$ cat src/rtl/decode_pkg.sv
// Shared definitions for the decode-stage sequencer: opcodes, ALU codes,
// FSM states and the strobe / lookup record layouts.
package decode_pkg;

   localparam logic [3:0] OP_NOP  = 4'd0;
   localparam logic [3:0] OP_LDA  = 4'd1;
   localparam logic [3:0] OP_LDB  = 4'd2;
   localparam logic [3:0] OP_ADD  = 4'd3;
   localparam logic [3:0] OP_SUB  = 4'd4;
   localparam logic [3:0] OP_IN   = 4'd5;
   localparam logic [3:0] OP_ST   = 4'd6;
   localparam logic [3:0] OP_HALT = 4'd7;

   localparam logic [2:0] ALU_ADD = 3'b000;
   localparam logic [2:0] ALU_SUB = 3'b001;

   typedef enum logic [1:0] {
      S_IDLE   = 2'd0,
      S_DECODE = 2'd1,
      S_ISSUE  = 2'd2,
      S_HALT   = 2'd3
   } state_t;

   // Strobe ordering {AR, BR, ALU, INPUT, WREN}, MSB first.
   typedef struct packed {
      logic ar;
      logic br;
      logic alu;
      logic inp;
      logic wren;
   } strobe_t;

   // Per-opcode decode record. beats = 0 for NOP, HALT and illegal codes.
   typedef struct packed {
      logic [1:0] beats;
      strobe_t    beat1;
      strobe_t    beat2;
      logic [2:0] alu_op;
      logic       illegal;
   } lut_t;

endpackage

$ cat src/rtl/decode_lut.sv
// Combinational opcode table: beat count, strobes of each beat, ALU op and
// illegal flag. No state; the sequencer owns all registers.
module decode_lut
   import decode_pkg::*;
(
   input  logic [3:0] opcode_i,
   output lut_t       info_o
);

   // Opcode to beat description; anything above HALT is undefined.
   always_comb begin
      info_o = '0;
      case (opcode_i)
         OP_NOP:  info_o.beats = 2'd0;
         OP_LDA:  begin info_o.beats = 2'd1; info_o.beat1.ar   = 1'b1; end
         OP_LDB:  begin info_o.beats = 2'd1; info_o.beat1.br   = 1'b1; end
         OP_ADD:  begin
            info_o.beats     = 2'd2;
            info_o.beat1.alu = 1'b1;
            info_o.beat2.ar  = 1'b1;
            info_o.alu_op    = ALU_ADD;
         end
         OP_SUB:  begin
            info_o.beats     = 2'd2;
            info_o.beat1.alu = 1'b1;
            info_o.beat2.ar  = 1'b1;
            info_o.alu_op    = ALU_SUB;
         end
         OP_IN:   begin
            info_o.beats     = 2'd1;
            info_o.beat1.inp = 1'b1;
            info_o.beat1.ar  = 1'b1;
         end
         OP_ST:   begin info_o.beats = 2'd1; info_o.beat1.wren = 1'b1; end
         OP_HALT: info_o.beats = 2'd0;
         default: info_o.illegal = 1'b1;
      endcase
   end

endmodule

$ cat src/rtl/decode_control_sequencer.sv
// Decode-stage sequencer: accepts one instruction per handshake, decodes it
// and plays out up to two registered strobe beats, holding each under STALL.
module decode_control_sequencer
   import decode_pkg::*;
#(
   parameter  int INSTR_W = 16,
   localparam int ADDR_W  = INSTR_W - 4
) (
   input  logic               CLK,
   input  logic               RST,
   input  logic [INSTR_W-1:0] INSTR_IN,
   input  logic               INSTR_VALID,
   output logic               INSTR_READY,
   input  logic               STALL,
   output logic               ISSUE_VALID,
   output logic               AR_EN,
   output logic               BR_EN,
   output logic               ALU_EN,
   output logic               INPUT_EN,
   output logic               WREN,
   output logic [2:0]         ALU_OP,
   output logic [ADDR_W-1:0]  ADDR,
   output logic               ILLEGAL,
   output logic               HALTED
);

   state_t              state_q, state_d;
   logic [INSTR_W-1:0]  instr_q, instr_d;
   logic                beat2_q, beat2_d;   // currently showing the second beat
   logic                ready_q, ready_d;
   logic                valid_q, valid_d;
   strobe_t             stb_q, stb_d;
   logic [2:0]          alu_op_q, alu_op_d;
   logic [ADDR_W-1:0]   addr_q, addr_d;
   logic                illegal_q, illegal_d;
   logic                halted_q, halted_d;

   logic [3:0]          opcode;
   logic [ADDR_W-1:0]   operand;
   lut_t                info;

   assign opcode  = instr_q[INSTR_W-1 -: 4];
   assign operand = instr_q[ADDR_W-1:0];

   // The captured word stays in instr_q for the whole instruction, so the
   // table output is stable across both beats.
   decode_lut u_lut (
      .opcode_i (opcode),
      .info_o   (info)
   );

   // Next state and next values of every output register; default is hold.
   always_comb begin
      state_d   = state_q;
      instr_d   = instr_q;
      beat2_d   = beat2_q;
      valid_d   = valid_q;
      stb_d     = stb_q;
      alu_op_d  = alu_op_q;
      addr_d    = addr_q;
      illegal_d = 1'b0;
      halted_d  = halted_q;

      case (state_q)
         S_IDLE: begin
            if (INSTR_VALID && ready_q) begin
               instr_d = INSTR_IN;
               state_d = S_DECODE;
            end
         end
         S_DECODE: begin
            if (info.illegal) begin
               illegal_d = 1'b1;
               state_d   = S_IDLE;
            end else if (opcode == OP_HALT) begin
               halted_d = 1'b1;
               state_d  = S_HALT;
            end else if (info.beats == 2'd0) begin
               state_d = S_IDLE;
            end else begin
               valid_d  = 1'b1;
               stb_d    = info.beat1;
               alu_op_d = info.beat1.alu ? info.alu_op : '0;
               addr_d   = operand;
               beat2_d  = 1'b0;
               state_d  = S_ISSUE;
            end
         end
         S_ISSUE: begin
            // A stalled beat simply holds every register.
            if (!STALL) begin
               if (!beat2_q && info.beats == 2'd2) begin
                  // Swap straight to beat 2; ISSUE_VALID and ADDR stay up.
                  beat2_d  = 1'b1;
                  stb_d    = info.beat2;
                  alu_op_d = info.beat2.alu ? info.alu_op : '0;
               end else begin
                  valid_d  = 1'b0;
                  stb_d    = '0;
                  alu_op_d = '0;
                  addr_d   = '0;
                  beat2_d  = 1'b0;
                  state_d  = S_IDLE;
               end
            end
         end
         S_HALT: halted_d = 1'b1;
         default: state_d = S_IDLE;
      endcase

      ready_d = (state_d == S_IDLE);
   end

   // State and output registers; reset wins over everything, HALT included.
   always_ff @(posedge CLK) begin
      if (RST) begin
         state_q   <= S_IDLE;
         instr_q   <= '0;
         beat2_q   <= 1'b0;
         ready_q   <= 1'b0;
         valid_q   <= 1'b0;
         stb_q     <= '0;
         alu_op_q  <= '0;
         addr_q    <= '0;
         illegal_q <= 1'b0;
         halted_q  <= 1'b0;
      end else begin
         state_q   <= state_d;
         instr_q   <= instr_d;
         beat2_q   <= beat2_d;
         ready_q   <= ready_d;
         valid_q   <= valid_d;
         stb_q     <= stb_d;
         alu_op_q  <= alu_op_d;
         addr_q    <= addr_d;
         illegal_q <= illegal_d;
         halted_q  <= halted_d;
      end
   end

   assign INSTR_READY = ready_q;
   assign ISSUE_VALID = valid_q;
   assign AR_EN       = stb_q.ar;
   assign BR_EN       = stb_q.br;
   assign ALU_EN      = stb_q.alu;
   assign INPUT_EN    = stb_q.inp;
   assign WREN        = stb_q.wren;
   assign ALU_OP      = alu_op_q;
   assign ADDR        = addr_q;
   assign ILLEGAL     = illegal_q;
   assign HALTED      = halted_q;

endmodule

$ cat config.mk
export PLATFORM = sky130hd
export DESIGN_NAME = decode_control_sequencer
export DESIGN_NICKNAME = d
export VERILOG_FILES = /design/src/rtl/decode_pkg.sv /design/src/rtl/decode_lut.sv /design/src/rtl/decode_control_sequencer.sv
export SDC_FILE = /design/constraint.sdc
export NUM_CORES = 1
export LEC_CHECK = 0
export BUFFER_PORTS_ARGS = -buffer_cell sky130_fd_sc_hd__buf_2
export CORE_UTILIZATION = 28
export CTS_BUF_LIST = sky130_fd_sc_hd__clkbuf_2
export DETAILED_ROUTE_END_ITERATION = 6
export PLACE_DENSITY = 0.48
export SETUP_SLACK_MARGIN = 0.05
export SLEW_MARGIN = 20
export SYNTH_ARGS = -nofsm -noshare
export SYNTH_HDL_FRONTEND = slang
export SYNTH_SLANG_ARGS = --single-unit
$ cat constraint.sdc
create_clock -name CLK -period 1.6 [get_ports CLK]
set_input_delay 0 -clock CLK [delete_from_list [all_inputs] [get_ports CLK]]
set_output_delay 0 -clock CLK [all_outputs]
set_load 0.03 [all_outputs]
=== Yosys cells after proc, flatten, opt, wreduce, memory -nomap -nowiden ===
Index checks and enable logic that the tools add are counted.

* Flip-flop bits (word level): 43
* Bits of input ports: 20
* Logic and storage cells: 98
* Output and inout bits: 24

* Reduce and logical (&&, ||, !) cells: 18
* Eq/ne operators: 17
* Mux-type cells: 48
* Bitwise operators: 1

{| class="wikitable"
|+ Operators by type and width
! operator !! count
|-
| two-way mux 12 bit || 5
|-
| two-way mux 5 bit || 5
|-
| case mux 12 bit (2 select lines) || 1
|-
| two-way mux 1 bit || 19
|-
| equality test 4 x 3 -> 1 bit, second input constant || 4
|-
| two-way mux 3 bit || 5
|-
| two-way mux 2 bit || 6
|-
| inequality test 2 bit, second input constant || 6
|-
| case mux 5 bit (2 select lines) || 1
|-
| equality test 4 x 2 -> 1 bit, second input constant || 2
|-
| OR reduction 8 bit || 1
|-
| equality test 2 bit, second input constant || 3
|-
| logical NOT 2 bit || 3
|-
| case mux 1 bit (2 select lines) || 3
|-
| case mux 2 bit (3 select lines) || 1
|-
| case mux 3 bit (2 select lines) || 1
|-
| AND reduction 6 bit || 1
|-
| OR reduction 2 bit || 3
|-
| AND reduction 5 bit || 1
|-
| equality test 4 x 1 -> 1 bit, second input constant || 1
|-
| logical NOT 4 bit || 1
|-
| case mux 2 bit (2 select lines) || 1
|-
| nonzero test 2 bit || 2
|-
| OR reduction 4 bit || 1
|-
| other kinds (6) || 7
|}

=== Longest topological paths before layout ===
Gate-level depths: netlist of the first run.

* Depth after elaboration: 9
* Depth in mapped cells: 6
* Gate-level depth less buffers: 4

=== By module ===
From an unflattened synthesis of the first run, not the netlist that was laid out.

* Cell total of the unflattened synthesis: 225
* Area total of the unflattened synthesis: 1908.1 um2

{| class="wikitable"
|+ By module, submodules not included
! module !! area each (um2) !! cells each !! seq. area each (um2) !! instances
|-
| decode_control_sequencer || 1764.2 || 204 || 860.8 || 1
|-
| decode_lut || 143.9 || 21 || 0.0 || 1
|}

=== Worst setup path before layout of the first run ===
Ideal clock, no wire load.

* Path type: register -> register
* Start: reg instr_q[12]
* End: reg addr_q[0] (netlist: ADDR[0])
* Stages on the path, launching flop included: 7
* Setup time: 0.069 ns
* Required time: 1.531 ns
* Buffers on the path: 2
* Setup slack: -0.034 ns
* Arrival time: 1.565 ns
* Period minus slack after synthesis: 1.634 ns
* Cells stage by stage: dfxtp_1 -> buf_6 -> or3b_4 -> a211oi_4 -> buf_6 -> o211ai_2 -> a21oi_2

* Cells in the longest elaborated chain, start to end: 7
* Elaborated cells on any way between the ends: 20
* Classes of those cells: 12 x eq/ne; 1 x mux; 7 x reduce/logical

{| class="wikitable"
|+ RTL lines
! what !! line !! RTL
|-
| start, declared || decode_control_sequencer.sv:28 || <nowiki>logic [INSTR_W-1:0] instr_q, instr_d;</nowiki>
|-
| start signal, assigned || decode_control_sequencer.sv:129 || <nowiki>instr_q <= instr_d;</nowiki>
|-
| equality test 4 x 1 -> 1 bit, or another cell as far along || decode_lut.sv:13 || <nowiki>case (opcode_i)</nowiki>
|-
| OR reduction 4 bit (no source line) or OR reduction 2 bit (tied branches) || -- ||
|-
| case mux 2 bit (2 select lines) || decode_lut.sv:13 ||
|-
| equality test 2 bit || decode_control_sequencer.sv:92 || <nowiki>if (!beat2_q && info.beats == 2'd2) begin</nowiki>
|-
| logical AND 1 bit || decode_control_sequencer.sv:92 ||
|-
| inequality test 2 bit (no source line) || -- ||
|-
| AND reduction 6 bit (no source line) (*) || -- ||
|-
| end signal, assigned || decode_control_sequencer.sv:135 || <nowiki>addr_q <= addr_d;</nowiki>
|-
| end, declared || decode_control_sequencer.sv:34 || <nowiki>logic [ADDR_W-1:0] addr_q, addr_d;</nowiki>
|}

Mark *: on every way between the ends. The rest lies on a longest branch, timed or not.
A chain may end at the register's enable or synchronous reset.

=== Final worst setup path of the first run ===
* Start: reg instr_q[12]
* End: reg stb_q, in the netlist WREN

* Cells in the longest elaborated chain, start to end: 6
* Elaborated cells on any way between the ends: 22
* Classes of those cells: 10 x eq/ne; 6 x mux; 6 x reduce/logical

{| class="wikitable"
|+ RTL lines
! what !! line !! RTL
|-
| equality test 4 x 1 -> 1 bit, or another cell as far along || decode_lut.sv:13 ||
|-
| OR reduction 4 bit (no source line), or another cell as far along || -- ||
|-
| case mux 2 bit (2 select lines) or two-way mux 5 bit (tied branches) || decode_lut.sv:13, decode_control_sequencer.sv:78 ||
|-
| logical NOT 2 bit or two-way mux 5 bit (tied branches) || decode_control_sequencer.sv:78, decode_control_sequencer.sv:75 ||
|-
| inequality test 2 bit (no source line) or two-way mux 5 bit (tied branches) || -- ||
|-
| AND reduction 5 bit (no source line) or case mux 5 bit (2 select lines) (tied branches) || -- ||
|-
| end signal, assigned || decode_control_sequencer.sv:133 || <nowiki>stb_q <= stb_d;</nowiki>
|-
| end, declared || decode_control_sequencer.sv:32 || <nowiki>strobe_t stb_q, stb_d;</nowiki>
|}

Several ways; a longest one is shown, not always the timed one. The select of a mux whose other input is x is not followed.

==> impl_results.md, run 1 <==
- Yosys top cell area share: 0.475
- TritonCTS clock tree: built
- Max H-tree Level: 2
- Dpl cell area: 0.00210 mm²
- P_sw: 0.522 mW
- Crit path time final: 1.58 ns
- Slowest cell delay on critical path: 0.53 ns
- Wire length on met1: 2190 µm
- Async set-reset flop share out of synthesis: 0
- Max layer used: met4
- Leakage power: 0.953 nW
- GP Congestion: 0.733
- Area taken by multi-input logic gates: 851 µm²
- CP arrival: 1.92 ns
- Worst skew pair latency: 0.42 ns
- GRT Total Usage: 0.139
- RSZ-0062 raised after global routing: true
- CP delay by family, top: simple AND/OR/NAND/NOR gates
- Largest net degree at the start of global routing: 23
- Antenna cells: 0
- Clock power frac: 0.329
- YS warnings: 0
- Horiz. Die Dim: 80.5 µm
- Vias: 1629
- Prevailing post-synth register cell: dfxtp_1
- # setup viols final: 0
- Wire length on met3: 261 µm
- Register area: 827 µm²
- Cell Rows: 28
- Slowest stage cell, crit path: or3_1
- Share of cells above drive strength 1: 0.364
- Die Y: 80.5 µm
- Post-synthesis sequential element count: 41
- Gr ovfl total: 0
- Reg with most FFs: instr_q
- Routed WL: 4460 µm
- Power per standard cell area: 803 mW/mm²
- Clock slew at reported path FFs: 0.25 ns
- CP endpoint kind: flip-flop
- Synth cell types: 36
- Mapped Cells: 195
- Switching share of total power: 0.267
- Cell area after synthesis: 0.00173 mm²
- DRT Pass-1 Iters: 4
- Fillers: 636
- Synth cell count leaders: nand2_1, dfxtp_1, a21oi_1
- Final period utilization: 0.990
- Crit path buf inv count: 0
- Final ANT Viol Nets: 0
- PnR Total Power: 1.95 mW
- Synthesis-to-finish area growth: 40.9%
- Final HPWL DP: 2910 µm
- First DRT Iteration DRCs: 60
- Status: completed
- Clock Skew: 0.0316 ns
- Fmax: 631 MHz
- Clock Sinks: 41
- Max FFs per register: 16
- Pre-CTS setup slack: -0.00241 ns
- CTS Buf Count: 5
- Initial antenna violation count: 0
- Max Root-Sink Buffers: 2
- WL/cell: 13.0 µm
- Peak supply drop: 0.326 mV
- # DRC: 0
- Pint: 1.43 mW
- Synth area leaders: dfxtp_1, nand2_1, a21oi_1, o211ai_2, a21oi_2
- Final Hold Violating Endpoints: 0
- Initial core utilization: 0.292
- Crit-path cells: or3_1 > a31oi_4 > nor3b_1 > a31o_2
- Global-route wire length before repair: 6890 µm
- Max-Cap Viols: 0
- Design area: 0.00243 mm²
- Logic pwr share: 0.126
- Synth Area per Inst: 8.85 µm²
- DR vias/cell: 4.74
- Crit path max fanout: 5
- Met2 wire len: 1960 µm
- Slew Viols, Final: 0
- Hold WC Path Type: primary input to flip-flop
- Die ar.: 0.00648 mm²
- Register area share after synthesis: 0.475
- Post-synth EDFFs: 0
- Number of global-route vias before repair: 1416
- Cell taking the most area after synthesis: dfxtp_1
- CORE AREA: 0.00592 mm²
- CP Launch Type: flip-flop
- Critical Setup Path Class: flip-flop to flip-flop
- PortBufs: 41
- Fin Hold WS: 0.0715 ns
- Most numerous cell in the Yosys netlist: nand2_1
- CP required: 1.94 ns
- Top Ports: 44
- Root buffer cell: clkbuf_2
- Final worst slack: 0.0152 ns
- Final nets: 288
- Flop pwr share: 0.545
-- per-layer routing --
metal,GRT usage,vias to the layer above
met2,0.211,50
met5,0,-
li1,-,827
met1,0.189,746
met4,0.0482,0
met3,0.0341,6
-- final cells by class --
class / instances / area share
Timing Repair Buffer: 79 / 0.239
Inverter: 2 / 0.00309
Multi-Input combinational cell: 139 / 0.350
Tap cell: 75 / 0.0386
Sequential cell: 41 / 0.340
Clock inverter: 3 / 0.0190
Clock buffer: 5 / 0.0103
-- worst reg2reg max path, stage by stage, from the launching register on --
cell and delay (ns):
dfxtp_1 0.39, or3_1 0.53, a31oi_4 0.31, nor3b_1 0.09
a31o_2 0.21
-- cell usage in the layout, fill, tap and decap left out, types with 3 or more instances in the layout --
cell type,instances
dfxtp_1,38
o211ai_2,8
o211ai_1,4
nor2_1,5
o21ai_0,3
nand2_1,47
buf_4,16
dlygate4sd3_1,18
buf_2,41
a21oi_2,8
clkbuf_2,5
a21oi_1,27
nand3_1,6
nor2b_1,3
-- what timing repair did --
item                                    CTS  global route
endpoints found under the hold margin    26             0
pin swaps                                 2             9
gates cloned                              0             2
hold buffers                             18             0
gates resized for setup                   5             4
endpoints found under the setup margin   32            20
buffers inserted                          2             1
-- stage by stage --
step / utilization / instances / setup TNS, ns
floorplan: - / 196 / 0
global placement: 0.354 / 313 / -0.0475
detailed placement: 0.354 / 313 / -0.00241
CTS: 0.400 / 341 / 0
global route: 0.411 / 344 / -0.134
finish: 0.411 / 344 / 0
-- worst paths after layout --
| kind | slack (ns) | to | cells after the start | startpoint |
|---|---|---|---|---|
| max | 0.02 | WREN | 4 | instr_q[12] |
| min | 0.07 | instr_q[1] | 5 | INSTR_VALID |
| min reg2reg | 0.43 | ADDR[7] | 2 | instr_q[7] |
| max reg2reg | 0.02 | WREN | 4 | instr_q[12] |
-- power by group through the flow --
stage / Combinational [mW] / Clock, mW / Sequential [mW]
after floorplan: 0.117 / 0 / 1.09
after global placement: 0.196 / 0 / 1.09
after detailed placement: 0.196 / 0 / 1.09
after CTS: 0.233 / 0.659 / 1.07
after global routing: 0.271 / 0.701 / 1.07
final: 0.246 / 0.642 / 1.07
-- logic make-up after synthesis --
group,after synthesis,synth area share
buffers and inverters,17,0.0580
flip-flops,41,0.475
other,1,0.00217
AND/OR/NAND/NOR,77,0.212
AO/OA/AOI/OAI,59,0.253
Power figures use the tool's default switching activity.
==> run 2: changes to the inputs <==
- CELL_PAD_IN_SITES_DETAIL_PLACEMENT: default -> 0
- CELL_PAD_IN_SITES_GLOBAL_PLACEMENT: default -> 2
- PLACE_DENSITY: 0.48 -> 0.74
==> run 2 against run 1 <==
Sequential power about the same. Cell count down 0.87%. Die area unchanged. Register-to-register slack better by 0.02 ns. Hold slack worse by 0.071 ns. Cell area down 3.6%. Global-route usage up 0.56 points. First-iteration DRC count up 98%. Sequential share of layout area up 1.2 points. Non-clock buffer count down 2. Via count down 5.1%. Power down 11%. Critical endpoint is now ADDR[4].
==> impl_results.md, run 2 (synthesized netlist as in run 1, its figures left out) <==
- Number of global-route vias before repair: 1463
- # setup viols final: 0
- Dpl cell area: 0.00213 mm²
- Hold WC Path Type: primary input to flip-flop
- Gr ovfl total: 0
- DRT Pass-1 Iters: 4
- Crit-path cells: or3b_4 > a211oi_4 > buf_12 > o211ai_1 > a21oi_1
- DR vias/cell: 4.53
- Final period utilization: 0.976
- TritonCTS clock tree: built
- Cell Rows: 28
- Vias: 1546
- Final nets: 285
- Initial antenna violation count: 0
- Clock slew at reported path FFs: 0.20 ns
- Reg with most FFs: instr_q
- Most frequent cells in the layout: nand2_1, buf_2, dfxtp_1, a21oi_1, dlygate4sd3_1
- Non-filler cells, final: 341
- Layer with the highest usage: met2
- Most common cell after layout, fill and taps aside: nand2_1
- Largest net degree at the start of global routing: 24
- R2R depth: 5
- Clock Skew: 0.0153 ns
- Peak supply drop: 0.239 mV
- Fmax: 641 MHz
- Final ANT Viol Nets: 0
- Critical Setup Path Class: flip-flop to flip-flop
- Root buffer cell: clkbuf_2
- GRT Total Usage: 0.144
- CTS Buf Count: 5
- Slowest stage cell, crit path: or3b_4
- CP endpoint kind: flip-flop
- # DRC: 0
- CP arrival: 1.90 ns
- Max-Cap Viols: 0
- Design area: 0.00234 mm²
- Global-route wire length before repair: 7020 µm
- Post-CTS Setup Inserts: 0
- Final Hold Violating Endpoints: 0
- CP required: 1.94 ns
- Inst Count DP: 316
- GP Congestion: 0.750
- Die ar.: 0.00648 mm²
- Max H-tree Level: 2
- Synthesis-to-finish area growth: 35.8%
- CORE AREA: 0.00592 mm²
- Hold Path Cell Cnt: 2
- Clock Sinks: 41
- Status: completed
- Antenna cells: 0
- Crit path max fanout: 14
- Max FFs per register: 16
- Leakage power: 0.928 nW
- Routed WL: 4230 µm
- Slew Viols, Final: 0
- Final HPWL DP: 2930 µm
- Slowest cell delay on critical path: 0.42 ns
- Pre-CTS setup slack: 0.0330 ns
- Die Y: 80.5 µm
- Max Root-Sink Buffers: 2
- RSZ-0062 raised after global routing: true
- Power per standard cell area: 739 mW/mm²
- Setup_tns: 0 ns
- PnR Total Power: 1.73 mW
- PortBufs: 41
- M3 GR Usage: 0.0307
- Share of cells above drive strength 1: 0.350
- Worst skew pair latency: 0.41 ns
- Final worst slack: 0.0388 ns
- First DRT Iteration DRCs: 119
- CP Launch Type: flip-flop
- Top Ports: 44
- Initial core utilization: 0.292
- Horiz. Die Dim: 80.5 µm
- Met1 Usage GRT: 0.195
- Crit path time final: 1.56 ns
- WL/cell: 12.4 µm
- Met2 GRT Util: 0.215
[run 2: cell count changes in the layout (fill, tap and decap cells not counted), sizes merged]
cell,delta
clkbuf,-1
a31oi,-1
clkinvlp,-1
dlygate4sd3,-1
clkinv,+2
bufinv,-1
[run 2: what timing repair did]
action,CTS,global route
hold buffers,17,0
endpoints found under the hold margin,19,0
resized for setup,2,3
cloned,0,0
endpoints found under the setup margin,7,18
pin swaps,1,0
[run 2: worst paths after layout]
| check | startpoint | to | slack (ns) |
|---|---|---|---|
| hold / removal | RST | ALU_OP[0] | 0.0007 |
| hold reg to reg | HALTED | HALTED | 0.46 |
| setup / recovery | instr_q[13] | ADDR[4] | 0.04 |
| setup reg to reg | instr_q[13] | ADDR[4] | 0.04 |
[run 2: metal layers]
metal,wire [µm],vias to the layer above
met5,0,-
met4,65,0
met2,1810,39
met3,208,6
li1,-,814
met1,2150,687
[run 2: critical path, delay by kind of cell, from the launching register on]
family | cells | cell delay [ns]
buf+inv | 1 | 0.19
compound gates | 3 | 0.51
simple gates | 1 | 0.42
flops | 1 | 0.38
[run 2: per-stage QoR]
step                hold WS (ns)   util
detailed placement         0.247  0.360
CTS                      0.00715  0.395
finish                  0.000665  0.396
global placement           0.245  0.360
floorplan                 0.0775      -
global route              0.0103  0.396
[run 2: layout make-up]
type,count,area (µm²)
multi-input combinational,138,825
clock inverter,3,12.5
timing repair buffer,77,556
inverter,2,7.51
fill,627,3580
tap,75,93.8
sequential,41,826
clock buffer,5,25.0
[run 2: where the power goes]
group          switching [mW]  internal [mW]
clock network           0.338         0.0957
logic                   0.123          0.109
registers              0.0172           1.05
total                   0.479           1.25
==> run 3: changes to the inputs <==
- REMOVE_ABC_BUFFERS: default -> 1
==> run 3 against run 2 <==
Setup slack got worse by 0.030 ns. Critical path type unchanged. Critical endpoint is now ADDR[6]. Largest power group unchanged. Register-to-register slack worse by 0.03 ns. Clock skew is 0.0083 ns higher.
==> impl_results.md, run 3 (synthesized netlist as in run 1, its figures left out) <==
- Status: completed
- Worst skew pair latency: 0.42 ns
- TritonCTS clock tree: built
- Top Ports: 44
- Layer with the highest usage: met2
- Global-route wire length before repair: 7260 µm
- Most frequent cells in the layout: nand2_1, buf_2, dfxtp_1, a21oi_1, dlygate4sd3_1
- CP Launch Type: flip-flop
- Register area: 825 µm²
- Most common cell after layout, fill and taps aside: nand2_1
- Slew Viols, Final: 0
- Area taken by multi-input logic gates: 841 µm²
- Hold WC Path Type: primary input to flip-flop
- Leakage power: 0.964 nW
- Synthesis-to-finish area growth: 42.0%
- CORE AREA: 0.00592 mm²
- Power per standard cell area: 800 mW/mm²
- Final nets: 290
- Clock slew at reported path FFs: 0.24 ns
- Final worst slack: 0.00903 ns
- CTS Buf Count: 5
- GP Congestion: 0.773
- DRT Pass-1 Iters: 4
- Fmax: 629 MHz
- Number of global-route vias before repair: 1500
- Routed WL: 4490 µm
- Vias: 1617
- CP arrival: 1.96 ns
- Fillers: 635
- GRT Total Usage: 0.149
- Hold Path Cell Cnt: 5
- Max Root-Sink Buffers: 2
- Dpl cell area: 0.00210 mm²
- Final HPWL DP: 3010 µm
- Max H-tree Level: 2
- Crit path max fanout: 7
- R2R depth: 6
- Share of cells above drive strength 1: 0.373
- Setup_tns: 0 ns
- Fin util: 0.414
- Final ANT Viol Nets: 0
- Final period utilization: 0.994
- Met1 Usage GRT: 0.191
- Clock Skew: 0.0235 ns
- DR vias/cell: 4.67
- Antenna cells: 0
- CP endpoint kind: flip-flop
- Reg with most FFs: instr_q
- Die Y: 80.5 µm
- Initial antenna violation count: 0
- Crit path time final: 1.59 ns
- Cell Rows: 28
- Pre-CTS setup slack: 0.0248 ns
- WL/cell: 13.0 µm
- Design area: 0.00245 mm²
- Root buffer cell: clkbuf_2
- Clock Sinks: 41
- M3 GR Usage: 0.0307
- Max-Cap Viols: 0
- Largest net degree at the start of global routing: 21
- Final Hold Violating Endpoints: 0
- Met2 GRT Util: 0.246
- Horiz. Die Dim: 80.5 µm
- RSZ-0062 raised after global routing: true
- # DRC: 0
- Peak supply drop: 0.339 mV
- Gr ovfl total: 0
- Die ar.: 0.00648 mm²
- # setup viols final: 0
- Critical Setup Path Class: flip-flop to flip-flop
- CP required: 1.97 ns
- First DRT Iteration DRCs: 99
- Initial core utilization: 0.292
- Max FFs per register: 16
- PortBufs: 41
run 3: timing repair:
action                                  CTS  global route
buffers inserted                          3             0
hold endpoints to repair                 24             0
endpoints found under the setup margin   20            19
gates cloned                              1             0
pin swaps                                10            23
resized for setup                         8             7
hold buffers                             18             0
run 3: power by group:
part / switching [mW] / internal, mW / leakage [nW]
combinational: 0.132 / 0.127 / 0.591
clock: 0.371 / 0.266 / 0.0392
sequential: 0.0164 / 1.05 / 0.334
total: 0.519 / 1.44 / 0.964
run 3: cell type report:
| cell class | instances | share of cell area |
|---|---|---|
| Inverter | 2 | 0.00306 |
| Sequential cell | 41 | 0.336 |
| Clock buffer | 5 | 0.0102 |
| Clock inverter | 3 | 0.0189 |
| Timing Repair Buffer | 82 | 0.251 |
| Tap cell | 75 | 0.0383 |
| Multi-Input combinational cell | 138 | 0.343 |
run 3: worst paths after layout:
| check | from | to | slack, ns |
|---|---|---|---|
| max reg2reg | instr_q[14] | ADDR[6] | 0.009 |
| min reg2reg | HALTED | HALTED | 0.46 |
| max | instr_q[14] | ADDR[6] | 0.009 |
| min | INSTR_VALID | instr_q[4] | 0.07 |
run 3: metrics by stage:
step | std cells | hold WS [ns] | power [mW]
after CTS | 346 | 0.0514 | 1.99
after global routing | 346 | 0.0575 | 2.06
after floorplan | 181 | 0.0624 | 1.18
after global placement | 316 | 0.243 | 1.29
after detailed placement | 316 | 0.247 | 1.29
final | 346 | 0.0686 | 1.96
run 3: per-layer routing:
metal / vias to the layer above / wire length [µm]
met5: - / 0
met4: 0 / 64
met3: 6 / 145
met2: 29 / 2130
met1: 753 / 2140
li1: 829 / -
run 3: critical path, cell delays in order, from the launching register on:
cell	delay [ns]
dfxtp_2	0.40
or3b_4	0.40
a211oi_4	0.22
buf_6	0.16
buf_12	0.13
o211ai_1	0.08
a21oi_1	0.15
